### src/rtl/aud_pcm_refill_ctl.sv
// ---------------------------------------------------------------------------------------------
// aud_pcm_refill_ctl
//
// Refill sequencer for the PCM sample ring (2^IDX_BITS entries of 64-bit blocks). It tracks how
// far its write index is ahead of the device play index. When that gap leaves room, it fetches
// the next source block from memory and writes the block into the ring. The memory port allows
// only one request in flight. The source can be one-shot or looping, and the block pulses
// irqDone each time the source reaches its end.
//
// Ports
//   clock, reset      system clock (rising edge) and asynchronous active-low reset
//   cfgEnable         run enable; a 0->1 edge starts a transfer, 0 aborts/returns to idle
//   cfgBaseAddr       source byte address (bits [2:0] ignored), latched at start
//   cfgLenBlk         source length in 64-bit blocks, latched at start
//   cfgLoop           1 = wrap source to base at end, latched at start
//   playIdx           ring index the PCM device is currently reading
//   memReq*           block fetch request (valid/ready, address held stable while pending)
//   memRsp*           one-cycle response strobe with the fetched block
//   bufWr*            ring write port, one strobe per block
//   irqDone           one-cycle pulse at source end (wrap or stop)
//   busy              high in all states except idle and done
//   fillLevel         registered (wrIdx - playIdx) mod 2^IDX_BITS
// ---------------------------------------------------------------------------------------------
module aud_pcm_refill_ctl #(
  parameter int unsigned IDX_BITS = 10,
  parameter int unsigned GUARD    = 2
) (
  input  logic                clock,
  input  logic                reset,
  input  logic                cfgEnable,
  input  logic [31:0]         cfgBaseAddr,
  input  logic [15:0]         cfgLenBlk,
  input  logic                cfgLoop,
  input  logic [IDX_BITS-1:0] playIdx,
  output logic [31:0]         memReqAddr,
  output logic                memReqValid,
  input  logic                memReqReady,
  input  logic [63:0]         memRspData,
  input  logic                memRspValid,
  output logic [IDX_BITS-1:0] bufWrIdx,
  output logic [63:0]         bufWrData,
  output logic                bufWrEn,
  output logic                irqDone,
  output logic                busy,
  output logic [IDX_BITS-1:0] fillLevel
);

  typedef enum logic [2:0] {
    StIdle  = 3'd0,
    StCheck = 3'd1,
    StReq   = 3'd2,
    StWait  = 3'd3,
    StWrite = 3'd4,
    StDone  = 3'd5
  } state_e;

  // A fetch is only issued while the level is below ring size minus the guard gap, so the
  // writer never catches up with the block the device is reading.
  localparam int unsigned          LimitInt   = (32'd1 << IDX_BITS) - GUARD;
  localparam logic [IDX_BITS:0]    LevelLimit = LimitInt[IDX_BITS:0];
  localparam logic [IDX_BITS-1:0]  IdxOne     = IDX_BITS'(1);

  state_e              state_q, state_d;
  logic [IDX_BITS-1:0] wr_idx_q, wr_idx_d;
  logic [15:0]         src_pos_q, src_pos_d;
  logic [31:0]         base_q, base_d;
  logic [15:0]         len_q, len_d;
  logic                loop_q, loop_d;
  logic                discard_q, discard_d;
  logic                en_q;
  logic [31:0]         addr_q, addr_d;
  logic [63:0]         data_q, data_d;
  logic [IDX_BITS-1:0] fill_q, fill_d;
  logic                irq_start_q, irq_start_d;
  logic                irq_wr;

  logic [IDX_BITS-1:0] level;
  logic                room;
  logic [15:0]         src_next;
  logic                start;

  // Low address bits are forced to zero, so they are never consumed.
  logic unused_base_lsb;
  assign unused_base_lsb = ^cfgBaseAddr[2:0];

  assign level    = wr_idx_q - playIdx;
  assign room     = {1'b0, level} < LevelLimit;
  assign src_next = src_pos_q + 16'd1;
  assign start    = cfgEnable && !en_q;
  assign fill_d   = level;

  // -------------------------------------------------------------------------------------------
  // Next-state logic
  // -------------------------------------------------------------------------------------------
  always_comb begin
    state_d     = state_q;
    wr_idx_d    = wr_idx_q;
    src_pos_d   = src_pos_q;
    base_d      = base_q;
    len_d       = len_q;
    loop_d      = loop_q;
    discard_d   = discard_q;
    addr_d      = addr_q;
    data_d      = data_q;
    irq_start_d = 1'b0;
    irq_wr      = 1'b0;

    unique case (state_q)
      StIdle: begin
        if (start) begin
          base_d    = {cfgBaseAddr[31:3], 3'b000};
          len_d     = cfgLenBlk;
          loop_d    = cfgLoop;
          src_pos_d = '0;
          wr_idx_d  = playIdx;
          discard_d = 1'b0;
          if (cfgLenBlk == 16'd0) begin
            // Empty source completes immediately; the pulse is registered so it appears in
            // the first DONE cycle.
            state_d     = StDone;
            irq_start_d = 1'b1;
          end else begin
            state_d = StCheck;
          end
        end
      end

      StCheck: begin
        if (!cfgEnable) begin
          state_d = StIdle;
        end else if (room) begin
          state_d = StReq;
          addr_d  = base_q + {13'd0, src_pos_q, 3'b000};
        end
      end

      StReq: begin
        // The request cannot be withdrawn once raised; an abort only marks the block for
        // discard.
        if (!cfgEnable) begin
          discard_d = 1'b1;
        end
        if (memReqReady) begin
          state_d = StWait;
        end
      end

      StWait: begin
        if (!cfgEnable) begin
          discard_d = 1'b1;
        end
        if (memRspValid) begin
          if (discard_q || !cfgEnable) begin
            discard_d = 1'b0;
            state_d   = StIdle;
          end else begin
            data_d  = memRspData;
            state_d = StWrite;
          end
        end
      end

      StWrite: begin
        wr_idx_d = wr_idx_q + IdxOne;
        if (src_next == len_q) begin
          irq_wr = 1'b1;
          if (loop_q) begin
            src_pos_d = '0;
            state_d   = StCheck;
          end else begin
            src_pos_d = src_next;
            state_d   = StDone;
          end
        end else begin
          src_pos_d = src_next;
          state_d   = StCheck;
        end
        // The write itself always completes; an abort only redirects the follow-up state.
        if (!cfgEnable) begin
          state_d = StIdle;
        end
      end

      StDone: begin
        if (!cfgEnable) begin
          state_d = StIdle;
        end
      end

      default: begin
        state_d = StIdle;
      end
    endcase
  end

  // -------------------------------------------------------------------------------------------
  // State registers
  // -------------------------------------------------------------------------------------------
  always_ff @(posedge clock or negedge reset) begin
    if (!reset) begin
      state_q     <= StIdle;
      wr_idx_q    <= '0;
      src_pos_q   <= '0;
      base_q      <= '0;
      len_q       <= '0;
      loop_q      <= 1'b0;
      discard_q   <= 1'b0;
      en_q        <= 1'b0;
      addr_q      <= '0;
      data_q      <= '0;
      fill_q      <= '0;
      irq_start_q <= 1'b0;
    end else begin
      state_q     <= state_d;
      wr_idx_q    <= wr_idx_d;
      src_pos_q   <= src_pos_d;
      base_q      <= base_d;
      len_q       <= len_d;
      loop_q      <= loop_d;
      discard_q   <= discard_d;
      en_q        <= cfgEnable;
      addr_q      <= addr_d;
      data_q      <= data_d;
      fill_q      <= fill_d;
      irq_start_q <= irq_start_d;
    end
  end

  // -------------------------------------------------------------------------------------------
  // Outputs
  // -------------------------------------------------------------------------------------------
  assign memReqValid = (state_q == StReq);
  assign memReqAddr  = addr_q;
  assign bufWrEn     = (state_q == StWrite);
  assign bufWrIdx    = wr_idx_q;
  assign bufWrData   = data_q;
  assign irqDone     = irq_start_q | irq_wr;
  assign busy        = (state_q != StIdle) && (state_q != StDone);
  assign fillLevel   = fill_q;

endmodule

### config.mk
export PLATFORM = sky130hd
export DESIGN_NAME = aud_pcm_refill_ctl
export DESIGN_NICKNAME = d
export VERILOG_FILES = /design/src/rtl/aud_pcm_refill_ctl.sv
export SDC_FILE = /design/constraint.sdc
export NUM_CORES = 1
export LEC_CHECK = 0
export BUFFER_PORTS_ARGS = -buffer_cell sky130_fd_sc_hd__buf_2
export CAP_MARGIN = 25
export CORE_MARGIN = 2
export CORE_UTILIZATION = 53
export CTS_BUF_LIST = sky130_fd_sc_hd__clkbuf_4 sky130_fd_sc_hd__clkbuf_8 sky130_fd_sc_hd__clkbuf_16
export CTS_CLUSTER_DIAMETER = 80
export DETAILED_ROUTE_END_ITERATION = 8
export PLACE_DENSITY = 0.87
export SLEW_MARGIN = 20
export SYNTH_ARGS = -nofsm -noshare
export SYNTH_HDL_FRONTEND = slang
export SYNTH_SLANG_ARGS = --single-unit
### constraint.sdc
create_clock -name clock -period 3.7 [get_ports clock]
set_input_delay 1.11 -clock clock [delete_from_list [all_inputs] [get_ports clock]]
set_output_delay 1.11 -clock clock [all_outputs]
set_load 0.005 [all_outputs]
* Word-level counts from Yosys, hierarchy flattened
Cells that the tools add are included.
Widths: inputs -> output; s select.
** Operators by class
- Equality and inequality tests :: 12
- Bitwise logic cells :: 2
- Reductions and logical operators :: 16
- Order comparisons :: 1
- Add/sub/neg operators :: 4
- Mux-type cells :: 28
** Operators by type and width (number)
- $mux 16 :: 3
- $mux 3 :: 11
- $add 32x19->32 :: 1
- $pmux 16 s2 :: 1
- $pmux 10 s2 :: 1
- $pmux 3 s6 :: 1
- $add 16x1->16 const B :: 1
- $eq 16x16->1 :: 1
- $logic_not 16->1 :: 1
- $add 10x1->10 const B :: 1
- $lt 10x10->1 const B :: 1
- $mux 10 :: 1
- $sub 10x10->10 :: 1
- $mux 1 :: 9
- $eq 3x2->1 const B :: 2
- $eq 3x3->1 const B :: 2
- $ne 2x2->1 const B :: 3
- $ne 3x3->1 const B :: 2
- $reduce_and 2->1 :: 3
- $reduce_and 3->1 :: 2
- $reduce_bool 3->1 :: 2
- $reduce_and 5->1 :: 1
- $eq 3x1->1 const B :: 1
- $logic_not 3->1 :: 1
- other kinds (8) :: 10
** Word-level totals
- Bits of input ports :: 128
- Flip-flop bits (word level) :: 184
- Word-level logic and storage cells :: 75
- Output and inout bits :: 120

* Depth between registers and ports, before layout
- Depth in word-level cells :: 5
- Depth in mapped cells :: 13
- Mapped depth without buffers :: 11

* Worst setup path after synthesis
Ideal clock, no wire load.
- Kind :: input to register
- From :: input port playIdx[4]
- To :: register addr_q[22] (netlist: memReqAddr[22])
- Library setup time :: 0.125 ns
- Slack :: 0.082 ns
- Data arrival time :: 3.493 ns
- Path buffers :: 2
- Cell stages on the path :: 12
- Cells stage by stage :: inv_1 -> ha_1 -> and2_1 -> a311o_1 -> a31o_2 -> o31ai_2 -> xnor2_1 -> and4bb_1 -> buf_4 -> nor2_8 -> buf_4 -> mux2_2
** On the way
- Cells in the longest elaborated chain, start to end :: 3
** RTL lines
- start: declaration :: RTL line 34 : input logic [IDX_BITS-1:0] playIdx,
- $sub 10x10->10 :: RTL line 86 : assign level = wr_idx_q - playIdx;
- via fill_d[7] :: RTL line 73 : logic [IDX_BITS-1:0] fill_q, fill_d;
- $lt 10x10->1 :: RTL line 87 : assign room = {1'b0, level} < LevelLimit;
- $reduce_and 3->1 (no source line)
- end signal: assignment :: RTL line 222 : addr_q <= addr_d;
- end: declaration :: RTL line 71 : logic [31:0] addr_q, addr_d;
The timed path passes the listed nets, and every way through them passes these cells.
A chain may end at the register's enable or synchronous reset.

* Worst setup path after layout
- From :: register src_pos_q[1]
- To :: output port irqDone
** On the way
- Cells in the longest elaborated chain, start to end :: 5
** RTL lines
- start: declaration :: RTL line 65 : logic [15:0] src_pos_q, src_pos_d;
- start signal: assignment :: RTL line 216 : src_pos_q <= src_pos_d;
- $add 16x1->16 :: RTL line 88 : assign src_next = src_pos_q + 16'd1;
- $eq 16x16->1 :: RTL line 165 : if (src_next == len_q) begin
- $mux 1 :: RTL line 165
- $mux 1 :: RTL line 108 : unique case (state_q)
- $or 1x1->1 :: RTL line 237 : assign irqDone = irq_start_q | irq_wr;
- end: declaration :: RTL line 43 : output logic irqDone,
No other way between the ends.

==> impl_metrics.sql <==
INSERT INTO impl_metrics (metric_group, metric, value, unit) VALUES
('status', 'status', 'complete, no violations', ''),
('yosys', 'post_synth_inst_count', '886', ''),
('detailed_routing', 'detailroute.via_count', '7598', ''),
('cts', 'hold_buffers', '0', ''),
('sta', 'timing_hold_violations_final', '0', ''),
('cts', 'cell_chosen_for_the_clock_root', 'clkbuf_16', ''),
('cts', 'clock_latency', '430', 'ps'),
('detailed_routing', 'detail_route.wirelength', '22900', 'um'),
('sta', 'upper_clock_frequency_limit', '271', 'MHz'),
('critical_path', 'critical_path_sink', 'irqDone', ''),
('pwr', 'powerDensity', '759', 'mW/mm2'),
('floorplan', 'coreArea', '0.0171', 'mm2'),
('grt', 'grt_pass1_wl', '36300', 'um'),
('yosys', 'postSynthRegisterBits', '181', ''),
('floorplan', 'die_width', '136', 'um'),
('detailed_routing', 'dr.first_iter.drc_count', '454', ''),
('yosys', 'sequential_share_of_the_synthesized_area', '0.493', ''),
('critical_path', 'worst-r2r-setup-slack', '460', 'ps'),
('yosys', 'ys_warn_count', '0', ''),
('sta', 'postLayoutSetupSlackWorst', '15.6', 'ps'),
('floorplan', 'die_y', '136', 'um'),
('worst_hold_path', 'cells_on_worst_hold_path', '2', ''),
('cts', 'numClockSinks', '181', ''),
('sta', 'final_slew_violations', '0', ''),
('sta', 'worst_slew_pin_slew', '921', 'ps'),
('critical_path', 'cp_num_cells', '8', ''),
('yosys', 'synth-edff-count', '0', ''),
('critical_path', 'cp.arrival', '2570', 'ps'),
('detailed_routing', 'post_drt_via_cell_ratio', '5.46', ''),
('sta', 'final.period_utilization', '0.996', ''),
('critical_path', 'crit_chain', 'buf_6 > and4_4 > o22a_1 > o31ai_1 > or4_4 > nor4_4 > a31o_2 > buf_6', ''),
('yosys', 'synthesis.area_per_instance', '10.4', 'um2'),
('grt', 'grt_max_degree', '88', ''),
('yosys', 'synth_async_reset_ratio', '1.00', ''),
('detailed_routing', 'drt_pass1_iterations', '5', ''),
('cts', 'ctsHtreeMaxLevel', '4', ''),
('sta', 'finalHoldWorstSlack', '487', 'ps'),
('placement', 'post-place-ws', '-113', 'ps'),
('critical_path', 'timing.critical_path.fanout_max', '6', ''),
('run', 'max_cap_violations', '0', ''),
('finish', 'finalCoreUtilization', '0.676', ''),
('critical_path', 'path_class', 'flop to primary output', ''),
('sta', 'slew_headroom', '0.384', ''),
('grt', 'first_global_vias', '7365', ''),
('yosys', 'synthDistinctLibCells', '69', ''),
('pwr', 'power.leakage', '5.68', 'nW'),
('critical_path', 'cp_common_cell', 'buf_6', ''),
('yosys', 'most_instantiated_flip_flop_cell_in_the_synthesis_netlist', 'dfrtp_1', ''),
('critical_path', 'crit-reg2reg-launch', 'src_pos_q[1]', ''),
('grt', 'initial_antenna_violation_count', '5', ''),
('placement', 'numPortBuffers', '241', ''),
('finish', 'finalNonFillerCells', '1392', ''),
('critical_path', 'kind_of_cell_adding_the_most_delay_to_the_critical_path', 'simple AND/OR/NAND/NOR gates', ''),
('critical_path', 'slowest_stage', 'or4_4', ''),
('finish', 'num-fill-cells', '1301', ''),
('pwr', 'peakVddDrop', '0.521', 'mV'),
('cts', 'cts_made_buffers', '17', ''),
('placement', 'gp_congestion', '0.908', ''),
('grt', 'gr-total-overflow', '0', ''),
('cts', 'cts.reportedPaths.clkPinSlew', '70', 'ps'),
('critical_path', 'cp.required', '2590', 'ps'),
('worst_hold_path', 'hold_path.class', 'flop to flop', ''),
('critical_path', 'setup.worst_path.start_class', 'flop', ''),
('detailed_routing', 'routed_wire_length_per_instance', '16.4', 'um'),
('sta', 'fin_skew', '6.19', 'ps'),
('sta', 'fin_crit', '3680', 'ps'),
('critical_path', 'cpPeakStageDelay', '550', 'ps'),
('placement', 'dpl.cell_count', '1346', ''),
('floorplan', 'total_number_of_placement_rows', '48', ''),
('sta', 'report.final.setup_viol', '0', ''),
('floorplan', 'ioPinCount', '248', '');
==> synth_stat cells, types with 9 or more instances <==
| cell | instances | area share |
|---|---|---|
| a21oi_1 | 38 | 0.021 |
| and3_1 | 11 | 0.0075 |
| buf_4 | 9 | 0.0074 |
| clkbuf_1 | 23 | 0.0094 |
| dfrtp_1 | 181 | 0.49 |
| ha_1 | 27 | 0.037 |
| inv_1 | 30 | 0.012 |
| mux2_2 | 90 | 0.11 |
| nand2_1 | 166 | 0.068 |
| nand2b_1 | 19 | 0.013 |
| nand3_1 | 27 | 0.015 |
| nand4_1 | 11 | 0.0075 |
| nor2_1 | 38 | 0.016 |
| nor4_1 | 9 | 0.0061 |
| o21ai_0 | 28 | 0.015 |
| xnor2_1 | 42 | 0.040 |
| xor2_1 | 11 | 0.010 |
==> through the flow <==
stage	setup TNS [ps]	area [um2]
finish	0	11600
global route	-122	11600
CTS	0	11500
detailed placement	-2180	10800
global placement	0	10800
floorplan	0	9190
==> cells by family after synthesis <==
| logic type | synth area share |
|---|---|
| buf+inv | 0.0343 |
| xor+xnor | 0.0505 |
| fa+ha+maj | 0.0411 |
| other cells | 0.000408 |
| compound gates | 0.0973 |
| mux | 0.118 |
| flops | 0.493 |
| simple gates | 0.165 |
==> report_power, final <==
part / switching [W] / internal [W] / leakage, nW
logic: 0.00168 / 0.00184 / 3.18
registers: 0.000648 / 0.00287 / 2.23
clock network: 0.000847 / 0.000889 / 0.269
==> worst register-to-register path: stages, from the launching register on <==
cell      delay, ps
dfrtp_1         420
ha_4            170
nand3_4          90
buf_4           160
nor2_1          380
a211oi_1        160
o221ai_2        230
nor4_4           80
buf_4           150
a31oi_2         750
buf_4           320
a21oi_1          80
o21ai_0         160
==> sequential cells by signal, summed over array words and instances (netlist names), 3 cells and up <==
name and cells:
bufWrData 64, base_q 29, memReqAddr 29, len_q 16, src_pos_q 16, bufWrIdx 10
fillLevel 10, state_q 3
==> layout by cell type, fill, tap and decap left out, drive strengths merged, types with 11 or more instances in the layout <==
master / synthesis / routed
clkbuf: 23 / 17
xnor2: 42 / 42
ha: 27 / 27
nor2: 39 / 39
xor2: 11 / 11
o21ai: 28 / 28
nand3: 27 / 27
and3: 11 / 11
nor4: 11 / 11
a21oi: 38 / 38
nand2b: 19 / 19
inv: 31 / 40
nand2: 166 / 166
dfrtp: 181 / 181
buf: 17 / 283
nand4: 12 / 12
mux2: 93 / 93
==> layout make-up <==
class                   count  area (um2)  share of cell area
diodes                      4        10.0            0.000866
clock buffers              17         425              0.0368
clock inverters            15         134              0.0116
inverters                  31         116              0.0101
multi-input cells         636        4480               0.387
flip-flops and latches    181        4540               0.392
well taps                 225         282              0.0243
repair buffers            283        1580               0.137
==> how the worst min path moves through the flow <==
stage,startpoint,endpoint,slack [ps]
final,base_q[18],base_q[18],490
after global routing,bufWrData[38],bufWrData[38],510
after CTS,base_q[18],base_q[18],490
after detailed placement,base_q[6],base_q[6],470
after global placement,memReqAddr[25],memReqAddr[25],460
after floorplan,base_q[10],base_q[10],450
==> repair_timing <==
item / CTS / global route
endpoints found under the setup margin: 1 / 1
pin swaps: 4 / 2
buffers inserted: 8 / 2
hold endpoints to repair: 0 / 0
gates resized for setup: 23 / 7
==> layer usage <==
layer,track usage,routed length (um),vias to the layer above
li1,-,-,3640
met1,0.325,9800,3668
met2,0.412,11200,260
met3,0.0651,1530,28
met4,0.0787,337,2
met5,0,7,-
Power figures use the tool's default switching activity.
